[config.mk]
export PLATFORM = sky130hd
export DESIGN_NAME = write_decoder_pipe
export DESIGN_NICKNAME = d
export VERILOG_FILES = /design/src/rtl/write_decoder_pipe.sv
export SDC_FILE = /design/constraint.sdc
export NUM_CORES = 1
export LEC_CHECK = 0
export CAP_MARGIN = 30
export CORE_MARGIN = 4
export CORE_UTILIZATION = 40
export CTS_BUF_LIST = sky130_fd_sc_hd__clkbuf_8
export DETAILED_ROUTE_END_ITERATION = 10
export PLACE_DENSITY = 0.8
export SYNTH_ARGS = -nofsm -noshare
export SYNTH_HDL_FRONTEND = slang
export SYNTH_SLANG_ARGS = --single-unit
[constraint.sdc]
create_clock -name clk -period 1.8 [get_ports clk]
set_input_delay 0.36 -clock clk [delete_from_list [all_inputs] [get_ports clk]]
set_output_delay 0.36 -clock clk [all_outputs]
set_load 0.01 [all_outputs]
[src/rtl/write_decoder_pipe.sv]
// Register-file write decoder: two write channels are decoded to per-register
// one-hot enables and registered with one cycle of latency. Channel B is the
// younger write and wins when both channels hit the same register. Writes to
// the hard-wired zero register are dropped. Same-register collisions are
// flagged for one cycle and tallied in a saturating counter.
module write_decoder_pipe #(
  parameter int ADDR_W   = 5,
  parameter int ZERO_REG = 31,
  parameter int CNT_W    = 8,
  localparam int NREG    = 2 ** ADDR_W
) (
  input  logic              clk,
  input  logic              reset,
  input  logic              wrA,
  input  logic [ADDR_W-1:0] addrA,
  input  logic              wrB,
  input  logic [ADDR_W-1:0] addrB,
  input  logic              stall,
  output logic [NREG-1:0]   enable,
  output logic [NREG-1:0]   srcB,
  output logic              conflict,
  output logic [CNT_W-1:0]  conflictCnt
);

  localparam logic [ADDR_W-1:0] ZERO_ADDR = ADDR_W'(ZERO_REG);
  localparam logic [CNT_W-1:0]  CNT_MAX   = {CNT_W{1'b1}};
  localparam logic [NREG-1:0]   ONE_HOT0  = NREG'(1);

  logic              validA;
  logic              validB;
  logic [NREG-1:0]   decA;
  logic [NREG-1:0]   decB;
  logic              hit_same;

  logic [NREG-1:0]   enable_q,   enable_d;
  logic [NREG-1:0]   srcB_q,     srcB_d;
  logic              conflict_q, conflict_d;
  logic [CNT_W-1:0]  cnt_q,      cnt_d;

  // Decode each channel; a write to the zero register never asserts a bit.
  always_comb begin
    validA   = wrA && (addrA != ZERO_ADDR);
    validB   = wrB && (addrB != ZERO_ADDR);
    decA     = validA ? (ONE_HOT0 << addrA) : '0;
    decB     = validB ? (ONE_HOT0 << addrB) : '0;
    // Both valid and equal address implies the same non-zero target.
    hit_same = validA && validB && (addrA == addrB);
  end

  // Next-state: stall freezes the pipeline register and drops the inputs;
  // the conflict pulse is cleared so a stalled collision is never counted.
  always_comb begin
    enable_d   = enable_q;
    srcB_d     = srcB_q;
    conflict_d = 1'b0;
    cnt_d      = cnt_q;
    if (!stall) begin
      // OR of the two one-hots collapses a collision into a single bit;
      // srcB marks it as channel B's write.
      enable_d   = decA | decB;
      srcB_d     = decB;
      conflict_d = hit_same;
      if (hit_same && (cnt_q != CNT_MAX)) begin
        cnt_d = cnt_q + 1'b1;
      end
    end
  end

  // Pipeline register with asynchronous clear.
  always_ff @(posedge clk or negedge reset) begin
    if (!reset) begin
      enable_q   <= '0;
      srcB_q     <= '0;
      conflict_q <= 1'b0;
      cnt_q      <= '0;
    end else begin
      enable_q   <= enable_d;
      srcB_q     <= srcB_d;
      conflict_q <= conflict_d;
      cnt_q      <= cnt_d;
    end
  end

  assign enable      = enable_q;
  assign srcB        = srcB_q;
  assign conflict    = conflict_q;
  assign conflictCnt = cnt_q;

endmodule

==> results of run 1 <==
## synthesized netlist by cell type, types with 2 or more instances
| library cell | n | area [um^2] |
|---|---|---|
| clkbuf_1 | 18 | 67.6 |
| a22oi_1 | 12 | 90.1 |
| nor2b_1 | 7 | 43.8 |
| nor3b_1 | 5 | 37.5 |
| xor2_1 | 2 | 17.5 |
| and2_1 | 2 | 12.5 |
| mux2_2 | 9 | 101 |
| nor2_1 | 15 | 56.3 |
| dfrtp_1 | 73 | 1830 |
| a21boi_0 | 3 | 22.5 |
| nand4_1 | 6 | 37.5 |
| o31ai_1 | 8 | 60.1 |
| buf_1 | 2 | 7.51 |
| a21oi_1 | 9 | 45.0 |
| and3_1 | 2 | 12.5 |
| xnor2_1 | 8 | 70.1 |
| nor3_1 | 12 | 60.1 |
| o211ai_1 | 2 | 15.0 |
| nand2b_1 | 7 | 43.8 |
| buf_6 | 2 | 22.5 |
| and3b_2 | 2 | 20.0 |
| o21ai_0 | 34 | 170 |
| nand2_1 | 90 | 338 |
| nand3_1 | 10 | 50.1 |
## flip-flops by register name (all words and copies together), names as in the netlist
name / flops
conflict: 1
conflictCnt: 8
enable: 32
srcB: 32
## cells by family after synthesis
family                     after synthesis
muxes                                    9
buffers and inverters                   24
xor gates and xnor gates                10
adders and majority gates                1
and+or+nand+nor                        164
DFF                                     73
AOI/OAI and AO/OA                       72
## cells in the final DEF, fill, tap and decap left out, drive strengths merged, types with 3 or more instances in the layout
master and instances:
nand2 90, clkdlybuf4s50 74, dfrtp 73, buf 65, o21ai 34, nor2 15
nor3 13, a22oi 12, nand3 10, clkbuf 10, mux2 9, a21oi 9
dlymetal6s2s 9, xnor2 8, o31ai 8, nand2b 7, nor2b 7, nand4 6
nor3b 5, a21boi 3, bufinv 3, and3b 3, and3 3
## power by group through the flow
stage               Sequential [mW]  Clock [mW]  Combinational [mW]
detailed placement             1.72           0               0.432
global placement               1.72           0               0.423
floorplan                      1.74           0               0.156
CTS                            1.69        1.59               0.432
finish                         1.69        1.55               0.436
global route                   1.69        1.66               0.477
## timing repair
action,CTS,global route
pin swaps,2,5
resized for setup,2,13
buffers inserted,0,5
hold buffers,0,0
endpoints found under the setup margin,3,11
## metal layers
metal  global-route usage (%)  part of all wire (%)
met1                     26.1                    43
met2                     33.7                    51
met3                     5.47                   4.4
met4                     6.93                   2.1
met5                        0                     0
## final cells by class
class / instances / area (um^2) / share of cell area [%]
sequential: 73 / 1830 / 36.4
multi-input combinational: 256 / 1430 / 28.6
timing repair buffer: 150 / 1380 / 27.5
clock buffer: 10 / 138 / 2.74
tap: 105 / 131 / 2.62
clock inverter: 5 / 104 / 2.07
inverter: 1 / 3.75 / 0.0748
## path summary, 6_finish.rpt
check	start	endpoint	slack (ns)	depth (start not counted)
min in group clk	enable[30]	enable[30]	0.48	2
min reg2reg	enable[30]	enable[30]	0.48	2
max	conflictCnt[1]	conflictCnt[0]	-0.008	9
max in group asynchronous	reset	srcB[10]	1.45	2
min	reset	conflictCnt[2]	0.02	2
max reg2reg	conflictCnt[1]	conflictCnt[0]	-0.008	9
==> flow_metrics.tcl, run 1 <==
set metrics [dict create \
    status "finished, violations left" \
    violations "negative setup slack" \
    cap_violations 0 \
    switching_share_pct 23.1 \
    setup_viol 1 \
    nets 507 \
    core_area_um2 8180 \
    synth_mux_area_share_pct 3.02 \
    die-area_um2 9910 \
    cp_slowest_stage_delay_ns 0.42 \
    grt_max_degree 89 \
    clock-root-buffer "clkbuf_8" \
    htreeDepth 3 \
    tns_ns -0.00798 \
    netSwitchingPower_uw 851 \
    syn-num-nets 369 \
    drtIter0Drc 203 \
    yosys_most_used_dff "dfrtp_1" \
    cp.buffers_inverters 4 \
    vias_per_cell 5.15 \
    wl_per_cell_um 16.5 \
    fmaxAchievable_mhz 553 \
    grt_pass1_vias 3166 \
    antenna_found_initial 0 \
    p_leak_nw 2.28 \
    arrival_ns 2.04 \
    vdd.ir_drop.worst_mv 0.382 \
    drt_wl_total_mm 9.91 \
    die_y_um 99.5 \
    worstPathRequired_ns 2.03 \
    cts.sinks 73 \
    min_period_over_period_pct 100 \
    path_clk_slew_ns 0.08 \
    synth_top_family_by_area "simple AND/OR/NAND/NOR gates" \
    antenna_cells 0 \
    dp_cells 580 \
    cp_cell_sequence "ha_2 > nand2_1 > nor3_1 > buf_4 > nor4_4 > buf_4 > buf_4 > buf_4 > xor2_1" \
    num_rows 33 \
    hold_path_class "primary input to asynchronous set/reset pin" \
    dpl_cell_area_um2 4700 \
    finalWeightedCongestion 0.932 \
    cts_tree "done" \
    start_util_pct 41.0 \
    ys_types 37 \
    synthesis.area_um2 3350 \
    max_slew_margin_pct 71.8 \
    hold_ws_ns 0.0229 \
    grt_usage_pct 20.5 \
    synth-simple-area-share_pct 23.2 \
    ys_ff_latch 73 \
    finalPower_mw 3.67 \
    worst_pin_slew_ns 0.419 \
    p_comb_share_pct 11.9 \
    hpwl_mm 7.34 \
    fin_util_pct 61.4 \
    drc_errors 0 \
    critPathMostFrequentCell "buf_4" \
    maxSlewViolCount 0 \
    worst_slack_ns -0.00798 \
    pwr-share-clk_pct 42.1 \
    io_buffers 87 \
    cts_buffers 9 \
    fin_crit_ns 1.81 \
    ys_seq_area_share_pct 54.5 \
    critPathMaxFanout 5 \
    clk_path_buf_depth 2 \
    async_reset_ff_share_pct 100 \
    place_ws_ns -0.389 \
    synth_xor_area_share_pct 2.61 \
    pwr-share-seq_pct 46.0 \
    chipWidth_um 99.5 \
    io_pins 88 \
    fin_cells 600 \
    overflow 0 \
    synth-edff-count 0 \
    postSynthAreaPerCell_um2 9.50 \
    syn2layout_area_growth_pct 49.6 \
    internal_power_mw 2.82 \
    fin_area_um2 5020 \
    clkLatencyLatePin_ns 0.34 \
    slowest_stage "dfrtp_1" \
    finalHoldViolCount 0 \
    synth_warnings 0 \
    crit_type "register to register" \
    vias 3090 \
    layout-drive-gt1-share_pct 19.8 \
    endpoint_kind "register" \
    synth_adder_area_share_pct 0.373 \
    finalClockSkew_ns 0.00201 \
    cp_top_family "buffers and inverters" \
    grt_first_pass_wirelength_mm 15.9 \
    ant_nets 0 \
    synth_compound_area_share_pct 13.1 \
    syn_inst 353 \
    power_density_nw_per_um2 733 \
    fillers 697 \
    drtPass1Iterations 4 \
    cp-start-kind "register" \
]
(Power assumes the default switching activity.)
==> run 2, diff against run 1 <==
- CTS_BUF_LIST: sky130_fd_sc_hd__clkbuf_8 -> default
==> results of run 2 <==
Final layout, timing and power as in run 1 (identical DEF).
==> run 3, diff against run 2 <==
- CTS_BUF_LIST: default -> sky130_fd_sc_hd__clkbuf_16
==> run 3 against run 2 <==
  * The flow now finishes without violations
  * Clock skew down 0.0015 ns
  * Register-to-register slack better by 0.04 ns
  * Routed wire length increased by 0.89%
  * Combinational power is essentially flat
  * Setup slack improved by 0.038 ns
  * Clock-buffer cell count fell by 1
  * Power increased by 12%
  * Cell area up 1.4%
  * Critical path type unchanged
  * Highest routed layer unchanged
==> flow_metrics.tcl, run 3 (synthesized netlist as in run 1, its figures left out) <==
set metrics [dict create \
    start_util_pct 41.0 \
    cts_buffers 9 \
    cp.buffers_inverters 4 \
    cp_cell_sequence "ha_2 > nand2_1 > nor3_1 > buf_4 > nor4_4 > buf_4 > buf_4 > buf_4 > xor2_1" \
    finalHoldViolCount 0 \
    antenna_found_initial 0 \
    hold_ws_ns 0.0437 \
    fillers 693 \
    maxSlewViolCount 0 \
    cap_violations 0 \
    cp_top_family "buffers and inverters" \
    fmaxAchievable_mhz 565 \
    r2r-end "conflictCnt[0]" \
    p_comb_share_pct 10.5 \
    grt_usage_pct 20.6 \
    chipWidth_um 99.5 \
    io_buffers 87 \
    layout_commonest_cell "nand2_1" \
    slowest_stage "dfrtp_1" \
    status "finished clean" \
    drtIter0Drc 174 \
    netSwitchingPower_uw 912 \
    finalWeightedCongestion 0.932 \
    path_clk_slew_ns 0.06 \
    fin_cells 599 \
    tns_ns 0 \
    vias_per_cell 5.15 \
    num_rows 33 \
    r2r_start "conflictCnt[1]" \
    crit_type "register to register" \
    cp_slowest_stage_delay_ns 0.39 \
    grt_max_degree 89 \
    worstPathRequired_ns 2.02 \
    p_leak_nw 2.30 \
    cts.sinks 73 \
    antenna_cells 0 \
    die_y_um 99.5 \
    setup_viol 0 \
    htreeDepth 3 \
    drtPass1Iterations 4 \
    syn2layout_area_growth_pct 51.8 \
    grt_pass1_vias 3177 \
    hold_path_class "primary input to asynchronous set/reset pin" \
    hpwl_mm 7.34 \
    vdd.ir_drop.worst_mv 0.510 \
    critPathMostFrequentCell "buf_4" \
    ff2ff_path_depth 9 \
    nets 506 \
    pwr-share-clk_pct 48.4 \
    drt_wl_total_mm 10.0 \
    cts_tree "done" \
    die-area_um2 9910 \
    r2r_slack_ns 0.03 \
    post_cts_hold_buffer_count 0 \
    clkLatencyLatePin_ns 0.33 \
    vias 3084 \
    clk_path_buf_depth 2 \
    wl_per_cell_um 16.7 \
    arrival_ns 1.99 \
    finalPower_mw 4.13 \
    dp_cells 580 \
    power_density_nw_per_um2 811 \
    overflow 0 \
    finalClockSkew_ns 0.000485 \
    endpoint_kind "register" \
    pwr-share-seq_pct 41.1 \
    internal_power_mw 3.21 \
    io_pins 88 \
    ant_nets 0 \
    layout_common_cells "90 x nand2_1, 74 x clkdlybuf4s50_1, 72 x dfrtp_1" \
    grt_first_pass_wirelength_mm 16.1 \
    drc_errors 0 \
    multi_input_area_um2 1430 \
    clock-root-buffer "clkbuf_16" \
    cp-start-kind "register" \
    switching_share_pct 22.1 \
    layout-drive-gt1-share_pct 19.6 \
    core_area_um2 8180 \
    max_slew_margin_pct 69.7 \
    worst_pin_slew_ns 0.451 \
    ff_latch_area_um2 1830 \
    fin_crit_ns 1.77 \
    min_period_over_period_pct 98.3 \
    critPathMaxFanout 5 \
]
## run 3: repair_timing
| action | in CTS | in global routing |
|---|---|---|
| gates resized for setup | 4 | 11 |
| pin swaps | 2 | 5 |
| buffers inserted | 0 | 4 |
| gates cloned | 0 | 0 |
| setup endpoints to repair | 5 | 17 |
## run 3: layer usage
layer  up-vias  global-route usage (%)  part of all wire [%]
met3        20                    5.47                   4.6
met2        99                    34.3                    51
li1       1489                       -                     -
met4         0                    6.41                   2.2
met1      1476                    26.4                    42
met5         -                       0                     0
## run 3: worst max path at each step
stage / start / end / slack (ns) / depth (start not counted)
final: conflictCnt[1] / conflictCnt[0] / 0.03 / 9
after global routing: conflictCnt[1] / conflictCnt[0] / -0.03 / 9
after CTS: addrA[0] / conflictCnt[4] / 0.003 / 7
after detailed placement: addrA[1] / conflictCnt[4] / -0.39 / 7
after global placement: addrB[2] / conflictCnt[4] / -0.35 / 7
after floorplan: addrB[2] / conflictCnt[1] / 0.01 / 5
## run 3: through the flow
| step | utilization, % | area (um^2) | setup slack (ns) |
|---|---|---|---|
| 2_1_floorplan | - | 3350 | 0.0141 |
| 3_3_place_gp | 57.5 | 4700 | -0.346 |
| 3_5_place_dp | 57.5 | 4700 | -0.389 |
| 4_1_cts | 61.5 | 5030 | 0.00280 |
| 5_1_grt | 62.2 | 5090 | -0.0307 |
| 6_report | 62.2 | 5090 | 0.0304 |
## run 3: final cells by class
class                      instances  share of cell area (%)
multi-input combinational        256                    28.1
timing repair buffer             149                    26.8
tap                              105                    2.58
inverter                           1                  0.0738
sequential                        73                    35.9
clock buffer                       9                    4.43
clock inverter                     6                    2.11
## run 3: power groups by stage
stage                     Sequential, mW  Combinational (mW)  Clock (mW)
after global placement              1.72               0.423           0
after global routing                1.70               0.473        2.11
after floorplan                     1.74               0.156           0
after CTS                           1.69               0.432        2.03
final                               1.69               0.434        2.00
after detailed placement            1.72               0.432           0
